## src/rtl/ucomb_scan_if.sv

```systemverilog
// Bundle between the wiring-table scanner, its configuration front-end,
// the ucomb_ref query port and the downstream (pin, code) stream consumer.
interface ucomb_scan_if #(
    parameter int PIN_W  = 4,
    parameter int WIRE_N = 6
);
    logic              start;
    logic [1:0]        sel;
    logic [15:0]       func;
    logic [1:0]        q_sel;
    logic [15:0]       q_func;
    logic [PIN_W-1:0]  q_pin;
    logic [WIRE_N-1:0] q_wpin;
    logic              out_valid;
    logic              out_ready;
    logic [PIN_W-1:0]  out_pin;
    logic [2:0]        out_code;
    logic              busy;
    logic              done;
    logic              err;
    logic [PIN_W-1:0]  count;

    // Environment side: front-end, wiring map and stream sink.
    modport master (
        output start, sel, func, q_wpin, out_ready,
        input  q_sel, q_func, q_pin, out_valid, out_pin, out_code,
               busy, done, err, count
    );

    // Scanner side.
    modport slave (
        input  start, sel, func, q_wpin, out_ready,
        output q_sel, q_func, q_pin, out_valid, out_pin, out_code,
               busy, done, err, count
    );
endinterface

```

## src/rtl/ucomb_scan.sv

```systemverilog
// Walks every pin of the selected universal gate, queries the ucomb_ref
// wiring map and streams each one-hot response back as a 3-bit wire code.
module ucomb_scan #(
    parameter int PIN_W  = 4,
    parameter int WIRE_N = 6
) (
    input logic         clk,
    input logic         rst_n,
    ucomb_scan_if.slave bus
);

    localparam logic [1:0] IDLE  = 2'd0;
    localparam logic [1:0] QUERY = 2'd1;
    localparam logic [1:0] EMIT  = 2'd2;
    localparam logic [1:0] DONE  = 2'd3;

    logic [1:0]       state;
    logic [1:0]       q_sel;
    logic [15:0]      q_func;
    logic [PIN_W-1:0] q_pin;
    logic [PIN_W-1:0] out_pin;
    logic [2:0]       out_code;
    logic             err;
    logic [PIN_W-1:0] count;
    logic             multi_hot;

    // Index of the last pin for each gate type (u21, u31, u41, u22).
    function automatic logic [PIN_W-1:0] last_pin(input logic [1:0] s);
        case (s)
            2'b00:   return PIN_W'(3);
            2'b01:   return PIN_W'(5);
            2'b10:   return PIN_W'(9);
            default: return PIN_W'(5);
        endcase
    endfunction

    // One-hot to index; any response with two or more bits set maps to 7.
    function automatic logic [2:0] enc_code(input logic [WIRE_N-1:0] w);
        logic [2:0] idx;
        idx = 3'd0;
        for (int i = 0; i < WIRE_N; i++) begin
            if (w[i]) idx = 3'(i);
        end
        if ((w & (w - 1'b1)) != '0) idx = 3'd7;
        return idx;
    endfunction

    assign multi_hot = (bus.q_wpin & (bus.q_wpin - 1'b1)) != '0;

    always_ff @(posedge clk or negedge rst_n) begin
        if (!rst_n) begin
            state    <= IDLE;
            q_sel    <= '0;
            q_func   <= '0;
            q_pin    <= '0;
            out_pin  <= '0;
            out_code <= '0;
            err      <= 1'b0;
            count    <= '0;
        end else begin
            case (state)
                IDLE: begin
                    if (bus.start) begin
                        q_sel  <= bus.sel;
                        q_func <= bus.func;
                        q_pin  <= '0;
                        count  <= '0;
                        err    <= 1'b0;
                        state  <= QUERY;
                    end
                end
                QUERY: begin
                    // An all-zero response means the func/pin is not wired: end quietly.
                    if (bus.q_wpin == '0) begin
                        state <= DONE;
                    end else begin
                        out_code <= enc_code(bus.q_wpin);
                        out_pin  <= q_pin;
                        if (multi_hot) err <= 1'b1;
                        state <= EMIT;
                    end
                end
                EMIT: begin
                    if (bus.out_ready) begin
                        count <= count + 1'b1;
                        if (q_pin == last_pin(q_sel)) begin
                            state <= DONE;
                        end else begin
                            q_pin <= q_pin + 1'b1;
                            state <= QUERY;
                        end
                    end
                end
                DONE:    state <= IDLE;
                default: state <= IDLE;
            endcase
        end
    end

    assign bus.q_sel     = q_sel;
    assign bus.q_func    = q_func;
    assign bus.q_pin     = q_pin;
    assign bus.out_pin   = out_pin;
    assign bus.out_code  = out_code;
    assign bus.err       = err;
    assign bus.count     = count;
    assign bus.out_valid = (state == EMIT);
    assign bus.busy      = (state != IDLE);
    assign bus.done      = (state == DONE);

endmodule

```

## src/flat_wrapper.sv

```systemverilog
// flat-port wrapper written by rule: the top's interface ports become plain ports
module ucomb_scan_flat 
#(
    parameter int PIN_W  = 4,
    parameter int WIRE_N = 6
)
  (clk, rst_n, bus_start, bus_sel, bus_func, bus_q_wpin, bus_out_ready, bus_q_sel, bus_q_func, bus_q_pin, bus_out_valid, bus_out_pin, bus_out_code, bus_busy, bus_done, bus_err, bus_count);
  ucomb_scan_if #(.PIN_W(PIN_W), .WIRE_N(WIRE_N)) bus_i ();
  input logic clk;
  input logic rst_n;
  input wire logic [$bits(bus_i.start)-1:0] bus_start;
  input wire logic [$bits(bus_i.sel)-1:0] bus_sel;
  input wire logic [$bits(bus_i.func)-1:0] bus_func;
  input wire logic [$bits(bus_i.q_wpin)-1:0] bus_q_wpin;
  input wire logic [$bits(bus_i.out_ready)-1:0] bus_out_ready;
  output wire logic [$bits(bus_i.q_sel)-1:0] bus_q_sel;
  output wire logic [$bits(bus_i.q_func)-1:0] bus_q_func;
  output wire logic [$bits(bus_i.q_pin)-1:0] bus_q_pin;
  output wire logic [$bits(bus_i.out_valid)-1:0] bus_out_valid;
  output wire logic [$bits(bus_i.out_pin)-1:0] bus_out_pin;
  output wire logic [$bits(bus_i.out_code)-1:0] bus_out_code;
  output wire logic [$bits(bus_i.busy)-1:0] bus_busy;
  output wire logic [$bits(bus_i.done)-1:0] bus_done;
  output wire logic [$bits(bus_i.err)-1:0] bus_err;
  output wire logic [$bits(bus_i.count)-1:0] bus_count;
  assign bus_i.start = bus_start;
  assign bus_i.sel = bus_sel;
  assign bus_i.func = bus_func;
  assign bus_i.q_wpin = bus_q_wpin;
  assign bus_i.out_ready = bus_out_ready;
  assign bus_q_sel = bus_i.q_sel;
  assign bus_q_func = bus_i.q_func;
  assign bus_q_pin = bus_i.q_pin;
  assign bus_out_valid = bus_i.out_valid;
  assign bus_out_pin = bus_i.out_pin;
  assign bus_out_code = bus_i.out_code;
  assign bus_busy = bus_i.busy;
  assign bus_done = bus_i.done;
  assign bus_err = bus_i.err;
  assign bus_count = bus_i.count;
  ucomb_scan #(.PIN_W(PIN_W), .WIRE_N(WIRE_N)) u_core (.clk(clk), .rst_n(rst_n), .bus(bus_i));
endmodule
```

## config.mk

```make
export PLATFORM = sky130hd
export DESIGN_NAME = ucomb_scan_flat
export DESIGN_NICKNAME = d
export VERILOG_FILES = /design/src/rtl/ucomb_scan_if.sv /design/src/rtl/ucomb_scan.sv /design/src/flat_wrapper.sv
export SDC_FILE = /design/constraint.sdc
export NUM_CORES = 1
export LEC_CHECK = 0
export BUFFER_PORTS_ARGS = -buffer_cell sky130_fd_sc_hd__buf_2
export CAP_MARGIN = 20
export CORE_MARGIN = 2
export CORE_UTILIZATION = 52
export CTS_CLUSTER_SIZE = 40
export DETAILED_ROUTE_END_ITERATION = 8
export PLACE_DENSITY_LB_ADDON = 0.08
export RECOVER_POWER = 50
export SLEW_MARGIN = 20
export SYNTH_ARGS = -nofsm -noshare
export SYNTH_HDL_FRONTEND = slang
export SYNTH_SLANG_ARGS = --single-unit
```

## constraint.sdc

```tcl
create_clock -name clk -period 3.29 [get_ports clk]
set_clock_uncertainty 0.15 [all_clocks]
set_input_delay 0.658 -clock clk [delete_from_list [all_inputs] [get_ports clk]]
set_output_delay 0.658 -clock clk [all_outputs]
set_load 0.005 [all_outputs]
```

==> impl_results.md, run 1 <==
* Final hold slack at 0.3298 ns
* FF-to-FF End: u_core.bus.q_func[0]$_DFFE_PN0P_
* Gpl congestion at 0.7746
* Flop2flop setup slack at 1.0 ns
* CP top delay family: simple AND/OR/NAND/NOR gates
* Setup TNS at 0 ns
* CTS tree: built
* Failing checks: max-capacitance violations, max-slew violations
* Via/cell ratio at 5.089
* Syn Inst Count at 186
* Largest net degree at the start of global routing at 37
* DR vias at 1,486
* Root buf cell: clkbuf_4
* Congestion Overflow GR at 0
* Die Wd at 61.50 um
* Leak Pwr at 1.089 nW
* Port bufs at 64
* GR Util All Layers at 19.95%
* Final min period at 2.294 ns
* # nets final at 277
* Area after DPL at 2058 sq um
* Vias in the first global route at 1,261
* Share of cells above drive strength 1 at 27.42%
* Post-synthesis average cell area at 9.243 sq um
* Crit path kind: reg -> reg
* Area growth syn-to-layout at 22.20%
* Starting Density at 55.40%
* CP most frequent cell: nand2_1
* FF-to-FF Start: u_core.state[0]$_DFFE_PN0P_
* Crit. End Element: flop
* CORE AREA at 3103 sq um
* Die H at 61.50 um
* Netlist cell types at 36
* Endpoints failing setup at 0
* CP max stage delay at 1.13 ns
* Hold Path End: u_core.bus.q_func[10]$_DFFE_PN0P_
* Reg clk slew, reported paths at 0.11 ns
* Wire length per cell at 12.25 um
* Sequential area share after synthesis at 52.40%
* Area contributors post-synth: dfrtp_1 (52%), nand2_1 (13%), mux2_2 (2.6%), xor2_1 (2.5%), nor2_1 (2.4%)
* Htree depth at 2
* Clk_lat worst skew at 0.32 ns
* Clock buffer depth at 2
* Hold Path Origin: u_core.bus.q_func[10]$_DFFE_PN0P_
* Tcrit/Tclk final at 69.73%
* Seq cells post-synth at 36
* Final WL at 3576 um
* Setup bufs post-CTS at 0
* Cell taking the most area after synthesis: dfrtp_1
* Worst endpoint required time at 3.41 ns
* Worst slew margin at -23.23%
* First-pass GRT wire length at 5485 um
* Clock sink count at 36
* Num CTS Buffers at 5
* Startpoint types: flop
* Final Max Tran Viols at 37
* Yosys top cell area share at 52.40%
* F_max at 435.9 MHz
* Syn nets at 216
* Initial antenna violation count at 0
* Actual slew at the worst max-slew pin at 1.849 ns
* Fin area at 2101 sq um
* Peak supply drop at 0.0003649 V
* # rows at 20
* RSZ-0062 raised after global routing: no
* Slowest CP cell: nor3b_1
* Worst Hold Depth at 2
* Starting DRT DRC Count at 23
* # diodes at 0
* Resized Gates After CTS at 0
* Hold crit path type: reg -> reg
* ANT nets after route at 0
* Final Hold Fails at 0
* Pwr Density at 793.2 nW/um^2
* Crit-path cells: nor3b_1 > buf_4 > nand2_1 > nand2_1
* Status: complete, but fails checks
* Post-Syn Area at 1719 sq um
* Remaining DRCs at 0
* Max-Cap Viols at 1
* Critical path arrival at 2.41 ns
* Hold bufs inserted after CTS at 0
* FF-to-FF path depth at 4
* Final HPWL DP at 2612 um
* CP bufs+invs at 1
* IO Count at 65
* Router iterations before antenna repair at 4
* CP max FO at 12
* Synth warnings at 0
* Full die area at 3782 sq um
## tightest hold or removal path, delay by kind of cell, from the launching register on
kind	cells	cell delay, ns
DFF	1	0.35
and+or+nand+nor	2	0.10
## layout make-up
type                       count  area [sq um]
multi-input combinational    137         758.2
timing repair buffer          65         316.6
inverter                       2         7.507
clock buffer                   7         55.05
fill                         294          1002
clock inverter                 1         7.507
tap                           44         55.05
sequential                    36         900.9
## worst max path at each step
stage                                            from                                 to  slack, ns  cells after the start
after floorplan                         bus_q_wpin[0]  u_core.bus.out_pin[0]$_DFFE_PN0P_       1.36                      4
after global routing      u_core.state[1]$_DFFE_PN0P_   u_core.bus.q_func[0]$_DFFE_PN0P_       0.79                      4
after global placement                      bus_start    u_core.bus.q_pin[1]$_DFFE_PN0P_       0.96                      5
final                     u_core.state[0]$_DFFE_PN0P_   u_core.bus.q_func[0]$_DFFE_PN0P_        1.0                      4
after detailed placement                    bus_start    u_core.bus.q_pin[1]$_DFFE_PN0P_       0.92                      5
after CTS                 u_core.state[1]$_DFFE_PN0P_    u_core.bus.q_pin[1]$_DFFE_PN0P_       1.15                      4
## cells in the mapped netlist
library cell / n
clkbuf_1: 10
and3_1: 2
or2_2: 1
inv_1: 2
nand4_1: 2
o211ai_1: 4
mux2i_1: 1
a21oi_1: 2
nand3b_1: 4
a211oi_1: 2
a31oi_1: 5
a21oi_2: 1
ha_1: 2
o22ai_1: 1
nor2b_1: 3
xor2_1: 5
o21ai_0: 7
or3_1: 2
buf_6: 1
and2_1: 1
nor3b_1: 1
o2bb2ai_1: 1
a22o_1: 1
a41oi_1: 1
and3b_1: 1
mux2_2: 4
a31o_1: 2
maj3_1: 2
dfrtp_1: 36
nor2_1: 11
a311oi_1: 1
nand2_1: 59
nand2b_1: 4
or3b_1: 1
nor3_1: 1
nor4_1: 2
## sequential cells by signal (all words and copies together), names as in the netlist
signal               cells
u_core.bus.err           1
u_core.state             2
u_core.bus.q_pin         4
u_core.bus.count         4
u_core.bus.out_code      3
u_core.bus.out_pin       4
u_core.bus.q_func       16
u_core.bus.q_sel         2
## where the power goes
part / switching (W) / internal [W]
Combinational: 0.000340 / 0.000304
Clock: 0.000139 / 0.000105
Sequential: 0.000155 / 0.000625
## cell usage in the layout, fill, tap and decap left out
master	instances
buf_2	55
buf_4	1
nor2_1	11
ha_1	2
nor3_1	1
dfrtp_1	36
mux2_2	4
clkbuf_1	10
o211ai_1	4
inv_1	2
nand2_1	59
a41oi_1	1
or2_2	1
nand3b_1	4
or3b_1	1
maj3_1	2
nand4_1	2
a21oi_1	3
and2_1	1
o2bb2ai_1	1
clkbuf_8	1
a22o_1	1
mux2i_1	1
a211oi_1	2
nand2b_1	4
a31o_1	2
clkbuf_4	5
nor4_1	2
o21ai_0	7
and3_1	2
and3b_1	1
or3_1	2
o22ai_1	1
a31oi_1	5
xor2_1	5
nor2b_1	3
a311oi_1	1
nor3b_1	1
clkinvlp_4	1
## metal layers
metal,GRT usage (%),routed length (um)
met1,25.64,1630
met2,32.48,1711
met3,6.513,216
met4,5.471,18
met5,0,0
## cell families after synthesis
kind of cell / synth area share (%)
and+or+nand+nor: 24.96
DFF: 52.40
AOI/OAI and AO/OA: 10.99
buffers and inverters: 3.275
xor gates and xnor gates: 2.547
muxes: 3.202
adders and majority gates: 2.620
## stage by stage
stage / setup slack (ns) / instances / utilization (%) / total power [W]
after global placement: 0.9625 / 284 / 66.33 / 0.001439
final: 0.9959 / 292 / 67.70 / 0.001666
after detailed placement: 0.9238 / 284 / 66.33 / 0.001455
after CTS: 1.149 / 292 / 68.35 / 0.001700
after floorplan: 1.363 / 186 / - / 0.001165
after global routing: 0.7926 / 292 / 67.70 / 0.001830
(Power assumes the default switching activity.)
==> inputs of run 2 (changes only) <==
--- a/config.mk
+++ b/config.mk
@@ -5,10 +5,11 @@
 export SDC_FILE = /design/constraint.sdc
 export NUM_CORES = 1
 export LEC_CHECK = 0
+export ABC_AREA = 1
 export BUFFER_PORTS_ARGS = -buffer_cell sky130_fd_sc_hd__buf_2
 export CAP_MARGIN = 20
 export CORE_MARGIN = 2
-export CORE_UTILIZATION = 52
+export CORE_UTILIZATION = 48
 export CTS_CLUSTER_SIZE = 40
 export DETAILED_ROUTE_END_ITERATION = 8
 export PLACE_DENSITY_LB_ADDON = 0.08
==> constraint.sdc (replaced) <==
create_clock -name clk -period 2.32 [get_ports clk]
set_clock_uncertainty 0.15 [all_clocks]
set_input_delay 0.464 -clock clk [delete_from_list [all_inputs] [get_ports clk]]
set_output_delay 0.464 -clock clk [all_outputs]
set_load 0.005 [all_outputs]
==> run 2 against run 1 <==
Net effect: register-to-register slack got worse by 0.33 ns; the flow now finishes without violations; synthesized cell count rose by 9.1%; cell area fell by 1.4%; clock power rose by 79%.
==> impl_results.md, run 2 <==
* Hold bufs inserted after CTS at 0 (unchanged)
* Final Worst Setup Slack at 0.6035 ns (-0.3924 ns)
* Peak supply drop at 0.0005237 V (+44%)
* Max reg flops at 16 (unchanged)
* FF-to-FF path depth at 4 (unchanged)
* M1 GR Usage at 25.33% (-0.31 points)
* CTS tree: built
* FF-to-FF End: u_core.bus.q_sel[0]$_DFFE_PN0P_
* Post-synthesis average cell area at 8.099 sq um (-12%)
* Fin area at 2072 sq um (-1.4%)
* Worst endpoint required time at 1.71 ns (-1.70 ns)
* Netlist cell types at 22 (-39%)
* Most flops, register: u_core.bus.q_func
* First-pass GRT wire length at 6168 um (+12%)
* Final min period at 1.717 ns
* IO Count at 65 (unchanged)
* Vias in the first global route at 1,400 (+11%)
* Via/cell ratio at 4.546 (-11%)
* Endpoints failing setup at 0 (unchanged)
* Total power at 0.002348 W (+41%)
* CORE AREA at 3311 sq um (+6.7%)
* Startpoint types: flop
* Clock sink count at 36 (unchanged)
* Htree depth at 2 (unchanged)
* Grt met3 use at 7.027% (+0.51 points)
* ANT nets after route at 0 (unchanged)
* Share of cells above drive strength 1 at 26.94% (-0.48 points)
* Top Usage Layer GRT: met2
* FF-to-FF Start: u_core.state[0]$_DFFE_PN0P_
* Post-synthesis mux area share at 0% (-3.2 points)
* Ys async rst share at 100.0% (unchanged)
* Worst slew margin at 48.90% (+72 points)
* Reg clk slew, reported paths at 0.11 ns (about the same)
* Area after DPL at 2003 sq um (-2.7%)
* FILL cells at 361 (+23%)
* Status: finished, final reports clean
* Final Hold Fails at 0 (unchanged)
* Synthesized-area fraction occupied by adder cells at 1.522% (-1.1 points)
* Syn Inst Count at 203 (+9.1%)
* RSZ-0062 raised after global routing: no
* Cell taking the most area after synthesis: dfrtp_1
* Xor and xnor fraction of the mapped netlist area at 2.131% (-0.42 points)
* F_max at 582.6 MHz
* Area contributors post-synth: dfrtp_1 (55%), nand2_1 (21%), inv_1 (3.9%), nor2_1 (3.4%), nand3_1 (3.0%)
* Leak Pwr at 1.200 nW (+10%)
* Synth warnings at 0 (unchanged)
* Post-synth EDFFs at 0 (unchanged)
* Syn nets at 233 (+7.9%)
* Actual slew at the worst max-slew pin at 0.7665 ns (-1.082 ns)
* # rows at 21 (+5.0%)
* Clk_lat worst skew at 0.35 ns (+0.03 ns)
* Wire length per cell at 10.69 um (-13%)
* Clock buffer depth at 2 (unchanged)
* Max-Cap Viols at 0 (-1)
* Resized Gates After CTS at 0 (unchanged)
* Final HPWL DP at 2518 um (-3.6%)
* Placement-stage worst setup slack at 0.5469 ns (-0.3769 ns)
* Sequential area share after synthesis at 54.79% (+2.4 points)
* Final WL at 3388 um (-5.3%)
* Congestion Overflow GR at 0 (unchanged)
* Remaining DRCs at 0 (unchanged)
* Starting Density at 49.66% (-5.7 points)
* Router iterations before antenna repair at 4 (unchanged)
* GR Util All Layers at 20.06% (+0.11 points)
* Simple-gate share of the synthesized area at 30.67% (+5.7 points)
* CP max FO at 4 (-8)
* Pwr Density at 1133 nW/um^2 (+43%)
* Crit. End Element: primary output
* Port bufs at 64 (unchanged)
* Initial antenna violation count at 0 (unchanged)
* Root buf cell: clkbuf_4
* Synth cell count leaders: nand2_1 (94), dfrtp_1 (36), inv_1 (17)
* Crit path kind: reg -> out
* Seq cells post-synth at 36 (unchanged)
* Ys flop type: dfrtp_1
* Hold crit path type: in -> async
* # diodes at 0 (unchanged)
* Grt met2 use at 31.85% (-0.63 points)
* Flop2flop setup slack at 0.67 ns (-0.33 ns)
* DR vias at 1,441 (-3.0%)
* Most common cell after layout, fill and taps aside: nand2_1
* # nets final at 300 (+8.3%)
* Post-Syn Area at 1644 sq um (-4.4%)
* Die Wd at 62.53 um (+1.7%)
* Area growth syn-to-layout at 26.03%
* Tcrit/Tclk final at 73.99%
* Setup TNS at 0 ns (unchanged)
* Largest family of logic cells by synthesized area: simple AND/OR/NAND/NOR gates
* Starting DRT DRC Count at 51 (+120%)
* Synth Area in Compound Gates at 5.403% (-5.6 points)
* Commonest non-fill, non-tap cells in the layout: nand2_1 (95), buf_2 (61), dfrtp_1 (36)
* Final Max Tran Viols at 0 (-100%)
* Num CTS Buffers at 5 (unchanged)
* Full die area at 3909 sq um (+3.4%)
* Largest net degree at the start of global routing at 37 (unchanged)
* Yosys top cell area share at 54.79% (+2.4 points)
* Most common cell in the synthesized netlist: nand2_1
* Critical path arrival at 1.10 ns (-1.31 ns)
* Setup bufs post-CTS at 0 (unchanged)
* Gpl congestion at 0.7923 (+2.3%)
* Die H at 62.53 um (+1.7%)
run 2: per-stage QoR:
step / util (%) / instances / hold WS (ns)
after global routing: 62.59 / 317 / 0.07521
after CTS: 62.93 / 317 / 0.03422
after detailed placement: 60.51 / 309 / 0.3108
after floorplan: - / 203 / 0.01841
final: 62.59 / 317 / 0.02704
after global placement: 60.51 / 309 / 0.3090
run 2: layout make-up:
type                            instances  area, sq um  area share, %
Timing Repair Buffer                   65        324.1          15.64
Clock buffer                            5        37.54          1.812
Inverter                               17        63.81          3.080
Clock inverter                          3        42.54          2.053
Multi-Input combinational cell        145        645.6          31.16
Sequential cell                        36        900.9          43.48
Tap cell                               46        57.56          2.778
run 2: power by group:
| group | internal, W | switching [W] |
|---|---|---|
| registers | 0.000867 | 0.000166 |
| clock network | 0.000225 | 0.000211 |
| logic | 0.000369 | 0.000512 |
run 2: critical path, cell delays in order (launching register included):
cell and delay, ns:
dfrtp_1 0.44, nor2_1 0.14, inv_1 0.05, buf_2 0.12
run 2: cells by family after synthesis:
| kind of cell | count (synthesis) |
|---|---|
| fa+ha+maj | 2 |
| buf+inv | 22 |
| xor+xnor | 4 |
| simple gates | 124 |
| flops | 36 |
| compound gates | 15 |
run 2: per-layer routing:
layer | wire [um] | up-vias | share of wire, %
met5 | 0 | - | 0
met4 | 57 | 0 | 1.7
met3 | 263 | 5 | 7.8
met2 | 1540 | 42 | 45
met1 | 1527 | 634 | 45
li1 | - | 760 | -
run 2: worst max path at each step:
stage | from | to | slack, ns | cells after the start
global placement | bus_q_wpin[3] | u_core.bus.out_code[1]$_DFFE_PN0P_ | 0.61 | 7
floorplan | bus_q_wpin[3] | u_core.bus.out_pin[1]$_DFFE_PN0P_ | 0.97 | 5
finish | u_core.state[0]$_DFFE_PN0P_ | bus_busy | 0.60 | 3
CTS | u_core.state[0]$_DFFE_PN0P_ | bus_busy | 0.57 | 3
detailed placement | bus_q_wpin[3] | u_core.bus.out_code[2]$_DFFE_PN0P_ | 0.55 | 7
global route | u_core.state[0]$_DFFE_PN0P_ | u_core.bus.q_sel[0]$_DFFE_PN0P_ | 0.38 | 5
==> inputs of run 3 (changes only) <==
==> constraint.sdc (replaced) <==
create_clock -name clk -period 1.8 [get_ports clk]
set_clock_uncertainty 0.15 [all_clocks]
set_input_delay 0.36 -clock clk [delete_from_list [all_inputs] [get_ports clk]]
set_output_delay 0.36 -clock clk [all_outputs]
set_load 0.005 [all_outputs]
==> run 3 against run 2 <==
Net effect: flip-flop and latch count stayed put; critical path depth stayed put; via count is 1.4% higher; sequential power is 29% higher; combinational power is 36% higher; global-route usage is 0.58 points lower; utilization is 1.4 points higher; first-iteration DRC count is 24% higher; non-clock buffer count is 6 higher; largest cell class unchanged.
==> impl_results.md, run 3 (same netlist as run 2, synthesis figures left out) <==
* # nets final at 306 (+2.0%)
* Final WL at 3332 um (-1.7%)
* Most flops, register: u_core.bus.q_func
* Wire length per cell at 10.32 um (-3.5%)
* Max-Cap Viols at 0 (unchanged)
* FILL cells at 329 (-8.9%)
* Worst Hold Depth at 3
* Clock buffer depth at 2 (unchanged)
* Port bufs at 64 (unchanged)
* ANT nets after route at 0 (unchanged)
* Status: finished, final reports clean
* IO Count at 65 (unchanged)
* First-pass GRT wire length at 5934 um (-3.8%)
* Tcrit/Tclk final at 90.40%
* # diodes at 0 (unchanged)
* Most common cell after layout, fill and taps aside: nand2_1
* Htree depth at 2 (unchanged)
* Final Max Tran Viols at 0 (unchanged)
* FF-to-FF End: u_core.bus.err$_DFFE_PN0P_
* Resized Gates After CTS at 0 (unchanged)
* Pwr Density at 1400 nW/um^2 (+24%)
* Critical path arrival at 1.12 ns (+0.02 ns)
* Setup TNS at 0 ns (unchanged)
* Crit-path cells: nor2_1 > inv_1 > buf_2
* Vias in the first global route at 1,400 (unchanged)
* Commonest non-fill, non-tap cells in the layout: nand2_1 (94), buf_2 (60), dfrtp_1 (36)
* Gpl congestion at 0.8088 (+2.1%)
* Die Wd at 62.53 um (unchanged)
* Remaining DRCs at 0 (unchanged)
* DR vias at 1,461 (+1.4%)
* Startpoint types: flop
* Hold Path End: u_core.bus.q_func[14]$_DFFE_PN0P_
* GR Util All Layers at 19.48% (-0.58 points)
* Die H at 62.53 um (unchanged)
* Area growth syn-to-layout at 28.92%
* CP bufs+invs at 2 (unchanged)
* Flop2flop setup slack at 0.31 ns (-0.36 ns)
* CP max FO at 4 (unchanged)
* CORE AREA at 3311 sq um (unchanged)
* RSZ-0062 raised after global routing: no
* Root buf cell: clkbuf_4
* Final Hold Fails at 0 (unchanged)
* Initial antenna violation count at 0 (unchanged)
* Starting Density at 49.66% (unchanged)
* Endpoints failing setup at 0 (unchanged)
* F_max at 614.5 MHz
* Actual slew at the worst max-slew pin at 0.8368 ns (+0.07024 ns)
* Peak supply drop at 0.0007236 V (+38%)
* Crit. End Element: primary output
* Starting DRT DRC Count at 63 (+24%)
* Reg clk slew, reported paths at 0.10 ns (about the same)
* # rows at 21 (unchanged)
* Total power at 0.002967 W (+26%)
* Router iterations before antenna repair at 4 (unchanged)
* Max reg flops at 16 (unchanged)
* Crit path kind: reg -> out
* CP max stage delay at 0.44 ns (about the same)
* Clk_lat worst skew at 0.34 ns (about the same)
* Worst slew margin at 44.21% (-4.7 points)
* Final min period at 1.627 ns
* Worst endpoint required time at 1.29 ns (-0.42 ns)
* Slowest CP cell: dfrtp_1
* FF-to-FF path depth at 7 (+3)
* Fin area at 2120 sq um (+2.3%)
* Area after DPL at 2053 sq um (+2.5%)
* CTS tree: built
* Clock sink count at 36 (unchanged)
* Final HPWL DP at 2598 um (+3.2%)
* Hold crit path type: in -> reg
* Full die area at 3909 sq um (unchanged)
* Hold Path Origin: bus_func[14]
* Largest net degree at the start of global routing at 23 (-38%)
* Leak Pwr at 1.227 nW (+2.3%)
* FF-to-FF Start: u_core.state[0]$_DFFE_PN0P_
* CP top delay family: flip-flops
* Share of cells above drive strength 1 at 28.52% (+1.6 points)
* Congestion Overflow GR at 0 (unchanged)
* Via/cell ratio at 4.523 (-0.50%)
* Num CTS Buffers at 5 (unchanged)
[run 3: cell count changes in the layout (fill, tap and decap cells not counted)]
cell,before,now
buf_4,1,5
buf_12,0,1
buf_2,61,60
bufinv_16,1,0
clkbuf_1,3,4
clkbuf_8,0,1
clkinv_2,1,2
clkinvlp_4,1,0
dlygate4sd3_1,0,1
nand2_1,95,94
nand2_2,0,1
nand3_1,11,10
nand3_2,0,1
[run 3: worst max path at each step]
stage	startpoint	cells past startpoint	endpoint
final	u_core.state[0]$_DFFE_PN0P_	3	bus_busy
after global routing	u_core.state[0]$_DFFE_PN0P_	3	bus_busy
after CTS	u_core.state[0]$_DFFE_PN0P_	3	bus_busy
after detailed placement	bus_q_wpin[3]	7	u_core.bus.out_code[0]$_DFFE_PN0P_
after global placement	bus_q_wpin[3]	7	u_core.bus.out_code[0]$_DFFE_PN0P_
after floorplan	u_core.state[0]$_DFFE_PN0P_	7	u_core.bus.count[2]$_DFFE_PN0P_
[run 3: metal layers]
layer  vias up  share of wire [%]  wire length (um)  global-route usage [%]
met1       637                 47              1554                   24.16
met4         0                1.4                45                   6.667
li1        771                  -                 -                       -
met5         -                  0                 0                       0
met2        48                 44              1482                   31.59
met3         5                7.5               249                   7.027
[run 3: power breakdown]
| part | leakage (nW) | internal (W) | switching (W) |
|---|---|---|---|
| sequential | 0.457 | 0.00112 | 0.000211 |
| combinational | 0.732 | 0.000525 | 0.000673 |
| clock | 0.0380 | 0.000186 | 0.000254 |
[run 3: repair_timing]
| item | in CTS | in global routing |
|---|---|---|
| endpoints found under the hold margin | 14 | 0 |
| setup buffers | 0 | 0 |
| hold buffers | 1 | 0 |
[run 3: tightest hold or removal path, delay by kind of cell]
family | cells | cell delay, ns
and+or+nand+nor | 2 | 0.08
buffers and inverters | 1 | 0.07
[run 3: final cells by class]
class / count / area, sq um / area share, %
flip-flops and latches: 36 / 900.9 / 42.50
multi-input cells: 145 / 653.1 / 30.81
repair buffers: 71 / 382.9 / 18.06
inverters: 17 / 63.81 / 3.011
well taps: 46 / 57.56 / 2.715
clock buffers: 6 / 51.30 / 2.420
clock inverters: 2 / 10.01 / 0.4723
[run 3: through the flow]
stage,util [%],hold slack (ns),setup WS [ns],instances
2_1_floorplan,-,-0.08559,0.4846,203
3_3_place_gp,62.02,0.1359,0.2456,314
3_5_place_dp,62.02,0.1364,0.2513,314
4_1_cts,64.17,0.03973,0.1527,323
5_1_grt,64.02,0.04747,0.08102,323
6_report,64.02,0.05715,0.1728,323
